===== src/rtl/inst_fetch_port.sv =====
// ============================================================================
//  inst_fetch_port : instruction-fetch responder with a one-entry word buffer
//  Revision 1.0
// ============================================================================
`default_nettype none

module inst_fetch_port #(
  parameter int ADDR_W  = 32,
  parameter int DATA_W  = 32,
  parameter int TIMEOUT = 255
) (
  input  logic              clk,
  input  logic              rst,
  input  logic              ce,
  input  logic [ADDR_W-1:0] pc,
  input  logic              inv,
  output logic [DATA_W-1:0] inst,
  output logic              stallreq,
  output logic              fetch_err,
  output logic              mem_req,
  output logic [ADDR_W-1:0] mem_addr,
  input  logic [DATA_W-1:0] mem_rdata,
  input  logic              mem_ack
);

  localparam int c_CNT_W = (TIMEOUT > 0) ? $clog2(TIMEOUT + 1) : 1;
  localparam logic [c_CNT_W-1:0] c_CNT_LAST = c_CNT_W'((TIMEOUT > 0) ? TIMEOUT - 1 : 0);

  typedef enum logic [0:0] {
    S_IDLE = 1'b0,
    S_REQ  = 1'b1
  } state_t;

  state_t              r_state;
  logic                r_mem_req;
  logic [ADDR_W-1:0]   r_mem_addr;
  logic                r_fetch_err;
  logic                r_buf_valid;
  logic [ADDR_W-3:0]   r_buf_addr;
  logic [DATA_W-1:0]   r_buf_data;
  logic [c_CNT_W-1:0]  r_cnt;
  // Set by an invalidate seen while the bus read is in flight, so its data is dropped.
  logic                r_kill;

  logic                w_hit;
  logic                w_unused_pc_lsb;

  assign w_hit           = ce & r_buf_valid & (r_buf_addr == pc[ADDR_W-1:2]);
  assign w_unused_pc_lsb = &{1'b0, pc[1:0]};

  assign inst      = w_hit ? r_buf_data : '0;
  assign stallreq  = ce & ~w_hit;
  assign fetch_err = r_fetch_err;
  assign mem_req   = r_mem_req;
  assign mem_addr  = r_mem_addr;

  always_ff @(posedge clk) begin
    if (rst) begin
      r_state     <= S_IDLE;
      r_mem_req   <= 1'b0;
      r_mem_addr  <= '0;
      r_fetch_err <= 1'b0;
      r_buf_valid <= 1'b0;
      r_buf_addr  <= '0;
      r_buf_data  <= '0;
      r_cnt       <= '0;
      r_kill      <= 1'b0;
    end else begin
      r_fetch_err <= 1'b0;
      case (r_state)
        S_IDLE: begin
          if (inv) begin
            r_buf_valid <= 1'b0;
          end else if (ce && !w_hit) begin
            r_mem_req  <= 1'b1;
            r_mem_addr <= {pc[ADDR_W-1:2], 2'b00};
            r_cnt      <= '0;
            r_kill     <= 1'b0;
            r_state    <= S_REQ;
          end
        end
        S_REQ: begin
          if (inv) begin
            r_kill      <= 1'b1;
            r_buf_valid <= 1'b0;
          end
          if (mem_ack) begin
            r_mem_req <= 1'b0;
            r_state   <= S_IDLE;
            if (!(inv || r_kill)) begin
              r_buf_data  <= mem_rdata;
              r_buf_addr  <= r_mem_addr[ADDR_W-1:2];
              r_buf_valid <= 1'b1;
            end
          end else if ((TIMEOUT != 0) && (r_cnt == c_CNT_LAST)) begin
            r_mem_req   <= 1'b0;
            r_fetch_err <= 1'b1;
            r_buf_valid <= 1'b0;
            r_state     <= S_IDLE;
          end else if (TIMEOUT != 0) begin
            r_cnt <= r_cnt + 1'b1;
          end
        end
        default: r_state <= S_IDLE;
      endcase
    end
  end

endmodule

`default_nettype wire

===== config.mk =====
export PLATFORM = sky130hd
export DESIGN_NAME = inst_fetch_port
export DESIGN_NICKNAME = d
export VERILOG_FILES = /design/src/rtl/inst_fetch_port.sv
export SDC_FILE = /design/constraint.sdc
export NUM_CORES = 1
export LEC_CHECK = 0
export BUFFER_PORTS_ARGS = -buffer_cell sky130_fd_sc_hd__buf_2
export CORE_UTILIZATION = 35
export CTS_CLUSTER_DIAMETER = 60
export DETAILED_ROUTE_END_ITERATION = 8
export GPL_ROUTABILITY_DRIVEN = 0
export SYNTH_ARGS = -nofsm -noshare
export SYNTH_HDL_FRONTEND = slang
export SYNTH_SLANG_ARGS = --single-unit

===== constraint.sdc =====
create_clock -name clk -period 2.3 [get_ports clk]
set_clock_uncertainty 0.2 [all_clocks]
set_input_delay 0.345 -clock clk [delete_from_list [all_inputs] [get_ports clk]]
set_output_delay 0.345 -clock clk [all_outputs]
set_load 0.1 [all_outputs]

### Yosys cells after proc, flatten, opt, wreduce, memory -nomap -nowiden

Index checks and enable logic that the tools add are counted.
Widths: inputs -> output; s select.

| word-level totals | value |
|---|---|
| flip-flop bits (word level) | 105 |
| input port bits | 69 |
| output and inout bits | 67 |
| logic and storage cells | 60 |

| operators by class | value |
|---|---|
| $add $sub $neg | 1 |
| equality and inequality tests | 8 |
| multiplexer cells | 26 |
| bitwise logic cells | 7 |
| reductions and logical operators | 9 |

Operators with widths:

| operator | number |
|---|---|
| $mux 32 | 1 |
| $mux 8 | 4 |
| $eq 30x30->1 | 1 |
| $mux 1 | 16 |
| $pmux 8 s2 | 1 |
| $reduce_and 3->1 | 4 |
| $ne 2x2->1 const B | 5 |
| $add 8x1->8 const B | 1 |
| $eq 8x8->1 const B | 1 |
| $pmux 1 s2 | 4 |
| $not 1->1 | 4 |
| $reduce_and 4->1 | 1 |
| $and 1x1->1 | 3 |
| $ne 3x2->1 const B | 1 |
| $reduce_or 3->1 | 1 |
| $logic_and 1x1->1 | 1 |
| $logic_not 1->1 | 1 |
| $logic_or 1x1->1 | 1 |

### Longest topological paths before layout

| depth | value |
|---|---|
| word-level depth | 7 |
| depth in mapped cells | 7 |
| depth with buffers taken out | 7 |

### Worst setup path before layout

OpenSTA, ideal clock, no wires.

| path | value |
|---|---|
| path type | input -> output |
| from | in pc[16] |
| to | out inst[10] |
| data arrival time | 2.126 ns |
| required time | 1.755 ns |
| slack | -0.371 ns |
| stages on the path | 6 |
| path buffers | 1 |
| path through | xor2_1 > nor4_1 > nand4_1 > nor2_1 > clkbuf_1 > and2_1 |

| between the ends | value |
|---|---|
| word-level cells in the longest chain between the ends | 3 |

RTL lines:

| what | RTL line | RTL |
|---|---|---|
| start, declared | 15 | `input logic [ADDR_W-1:0] pc,` |
| $eq 30x30->1 | 48 | `assign w_hit = ce & r_buf_valid & (r_buf_addr == pc[ADDR_W-1:2]);` |
| $and 1x1->1 | 48 |  |
| $mux 32 | 51 | `assign inst = w_hit ? r_buf_data : '0;` |
| end, declared | 17 | `output logic [DATA_W-1:0] inst,` |

No other way between the ends.

### Worst setup path after layout

| path | value |
|---|---|
| from | reg r_buf_addr[12] |
| to | out inst[20] |

| between the ends | value |
|---|---|
| word-level cells in the longest chain between the ends | 3 |

RTL lines:

| what | RTL line | RTL |
|---|---|---|
| start, declared | 39 | `logic [ADDR_W-3:0] r_buf_addr;` |
| start signal, assigned | 92 | `r_buf_addr <= r_mem_addr[ADDR_W-1:2];` |
| $eq 30x30->1 | 48 |  |
| $and 1x1->1 | 48 |  |
| $mux 32 | 51 |  |

No other way between the ends.

==> flow_metrics.py <==
metrics = {
    "clock_tree": {
        "clk_pin_slew_ns": 0.07,
        "numCtsBuffers": 9,
        "clock_latency_ns": 0.34,
        "ctsHtreeMaxLevel": 3,
        "cts_tree": "yes",
        "cts.sinks": 105,
        "root_buffer": "clkbuf_16",
        "cts_buffer_depth": 2,
    },
    "sta": {
        "worst_pin_slew_ns": 0.7190,
        "timing.final.crit_share": 1.186,
        "max_freq_mhz": 366.6,
        "drv_slew": 0,
        "setup_viol": 33,
        "rsz0062_at_grt": "true",
        "hold_violations": 0,
        "fin_crit_ns": 2.728,
        "layout_setup_ws_ns": -0.4278,
        "slew_headroom": 0.5206,
    },
    "floorplan": {
        "die_height_um": 115.1,
        "core_um2": 12260,
        "io_pins": 136,
        "num_rows": 40,
        "start_util": 0.3650,
        "fp.dieW_um": 115.1,
        "die_area_um2": 13240,
    },
    "critical_path": {
        "worstSetupStartpointType": "flop",
        "crit_start": "r_buf_addr[12]$_SDFFE_PP0P_",
        "path_delay_family": "simple AND/OR/NAND/NOR gates",
        "setup.worst_path.end": "inst[20]",
        "r2r_slack_ns": 0.08,
        "cp_cell_sequence": "xor2_1 > nor4_1 > buf_4 > nand4_1 > nor2_2 > buf_12 > and2_2 > buf_12",
        "crit_top_cell": "buf_12",
        "r2r_start": "r_buf_addr[12]$_SDFFE_PP0P_",
        "slowest_stage": "dfxtp_2",
        "r2r_cells": 8,
        "cp_num_buf_inv": 3,
        "crit_cells": 8,
        "r2r_end": "mem_addr[5]$_SDFFE_PP0P_",
        "crit_fanout": 33,
        "cp_data_arrival_time_ns": 2.18,
        "slowest_delay_ns": 0.32,
        "cp.required_ns": 1.75,
        "endpoint_kind": "primary output",
        "crit_type": "reg2out",
    },
    "global_routing": {
        "grt_pass1_wl_mm": 18.08,
        "gr-total-overflow": 0,
        "grt_max_degree": 68,
        "antenna_found_initial": 0,
        "grt_pass1_vias": 3762,
        "grt_usage": 0.1743,
    },
    "cells_and_area": {
        "register_area_um2": 2103,
        "final_common_cell": "nand2_1",
        "areaGrowthSynthToFinish_pct": 39.87,
        "n_antenna_cell": 0,
        "fillers": 1165,
        "drive_gt1_frac": 0.2981,
        "fin_nets": 748,
        "stdcell_area_um2": 6260,
        "multi_input_area_um2": 2302,
        "layout_common_cells": "188 x nand2_1, 104 x dfxtp_1, 98 x buf_2",
        "layout.cells.non_filler": 849,
        "final_util": 0.5105,
    },
    "worst_hold_path": {
        "min_path_type": "in2reg",
    },
    "run_status": {
        "status": "complete, but fails checks",
        "violations": "setup timing",
    },
    "drt": {
        "remaining_drc_errors": 0,
        "final_antenna_net_count": 0,
        "drtIter0Drc": 213,
        "first_pass_iters": 4,
        "viasPerCell": 4.763,
        "vias": 4044,
        "drt-wirelength-per-cell_um": 13.29,
        "drt_wl_total_mm": 11.28,
    },
    "power_and_ir_drop": {
        "ir_drop_uv": 445.3,
        "p_leak_nw": 2.555,
        "powerDensity_nw_per_um2": 635.6,
        "total_power_mw": 3.979,
    },
    "placed_design": {
        "place_hpwl_mm": 8.093,
        "portBuffers": 131,
        "dpl_cell_area_um2": 5932,
        "placedCellCount": 834,
    },
    "yosys": {
        "syn-cell-area_um2": 4476,
        "avgSynthCellArea_um2": 8.050,
        "yosys.cell_types.count": 35,
        "synth_seq_cells": 105,
        "ys_seq_area_frac": 0.4697,
        "yosys_warnings": 0,
        "netlist_instances": 556,
    },
    "flow_run": {
        "cap_violations": 0,
    },
}
[cell families after synthesis]
kind of cell,Yosys count,synth area share
XOR/XNOR,30,0.05871
adder cells (fa/ha/maj),2,0.005590
multiplexers,31,0.06933
flip-flops,105,0.4697
AO/OA/AOI/OAI,84,0.1009
AND/OR/NAND/NOR,261,0.2544
other,1,0.0008379
buffers and inverters,42,0.04053
[synthesized netlist by cell type]
cell type / instances / share of area
a21oi_1: 69 / 0.077
a221oi_1: 1 / 0.0020
a41o_1: 1 / 0.0022
and2_1: 32 / 0.045
and3_1: 2 / 0.0028
buf_1: 1 / 0.00084
buf_2: 1 / 0.0011
buf_4: 2 / 0.0034
buf_6: 2 / 0.0050
clkbuf_1: 33 / 0.028
conb_1: 1 / 0.00084
dfxtp_1: 105 / 0.47
ha_1: 2 / 0.0056
inv_1: 2 / 0.0017
inv_2: 1 / 0.00084
mux2i_1: 31 / 0.069
nand2_1: 188 / 0.16
nand2b_1: 1 / 0.0014
nand3_1: 11 / 0.012
nand4_1: 3 / 0.0042
nand4bb_1: 1 / 0.0025
nor2_1: 5 / 0.0042
nor2b_1: 2 / 0.0028
nor3_1: 6 / 0.0067
nor4_1: 7 / 0.0098
nor4bb_1: 1 / 0.0022
o211a_1: 2 / 0.0045
o211ai_1: 1 / 0.0017
o21ai_0: 3 / 0.0034
o21ai_1: 1 / 0.0011
o22ai_1: 5 / 0.0070
o32ai_1: 1 / 0.0020
or3_1: 1 / 0.0014
or4_1: 1 / 0.0017
xor2_1: 30 / 0.059
[worst min-delay path by stage]
stage	cells after the start	slack, ns	to	start
floorplan	2	0.23	r_buf_data[0]$_SDFFE_PP0P_	r_buf_data[0]$_SDFFE_PP0P_
global route	3	0.03	r_buf_data[1]$_SDFFE_PP0P_	mem_rdata[1]
global placement	2	0.24	r_buf_data[7]$_SDFFE_PP0P_	r_buf_data[7]$_SDFFE_PP0P_
CTS	3	0.03	r_buf_data[26]$_SDFFE_PP0P_	mem_rdata[26]
detailed placement	2	0.24	r_buf_data[30]$_SDFFE_PP0P_	r_buf_data[30]$_SDFFE_PP0P_
finish	3	0.04	r_buf_data[1]$_SDFFE_PP0P_	mem_rdata[1]
[tightest hold or removal path, delay by kind of cell]
kind            cells  cell delay, ns
buf+inv             1            0.09
compound gates      1            0.05
simple gates        1            0.04
[repair_timing]
| action | in CTS | in global routing |
|---|---|---|
| buffers inserted | 0 | 0 |
| hold buffers | 0 | 0 |
| endpoints found under the setup margin | 33 | 33 |
| resized for setup | 5 | 2 |
[per-layer routing]
layer	routed length [um]	track usage	vias to the layer above
li1	-	-	2056
met1	5058	0.2154	1863
met2	5428	0.2944	108
met3	589	0.04428	17
met4	205	0.06061	0
met5	0	0	-
[registers in the layout, summed over array words and instances (netlist names)]
signal	flops
r_state	1
r_cnt	8
fetch_err	1
mem_req	1
r_buf_valid	1
r_buf_addr	30
r_buf_data	32
mem_addr	30
r_kill	1
[where the power goes]
group          switching (mW)  internal (mW)
registers              0.0302           1.86
logic                   0.388          0.137
clock network           0.666          0.899
[per-stage QoR]
stage	setup TNS, ns	hold WS [ns]	setup WS (ns)
2_1_floorplan	-1.662	0.2317	-0.1391
3_3_place_gp	-7.117	0.2387	-0.2070
3_5_place_dp	-8.073	0.2447	-0.2237
4_1_cts	-13.70	0.02643	-0.4392
5_1_grt	-15.99	0.03363	-0.5050
6_report	-13.37	0.03651	-0.4278
[layout make-up]
cell class | count | share of cell area
Clock buffer | 11 | 0.04038
Inverter | 3 | 0.001799
Timing Repair Buffer | 148 | 0.2123
Sequential cell | 105 | 0.3360
Multi-Input combinational cell | 410 | 0.3678
Clock inverter | 4 | 0.008195
Tap cell | 168 | 0.03358
(Power assumes the default switching activity.)
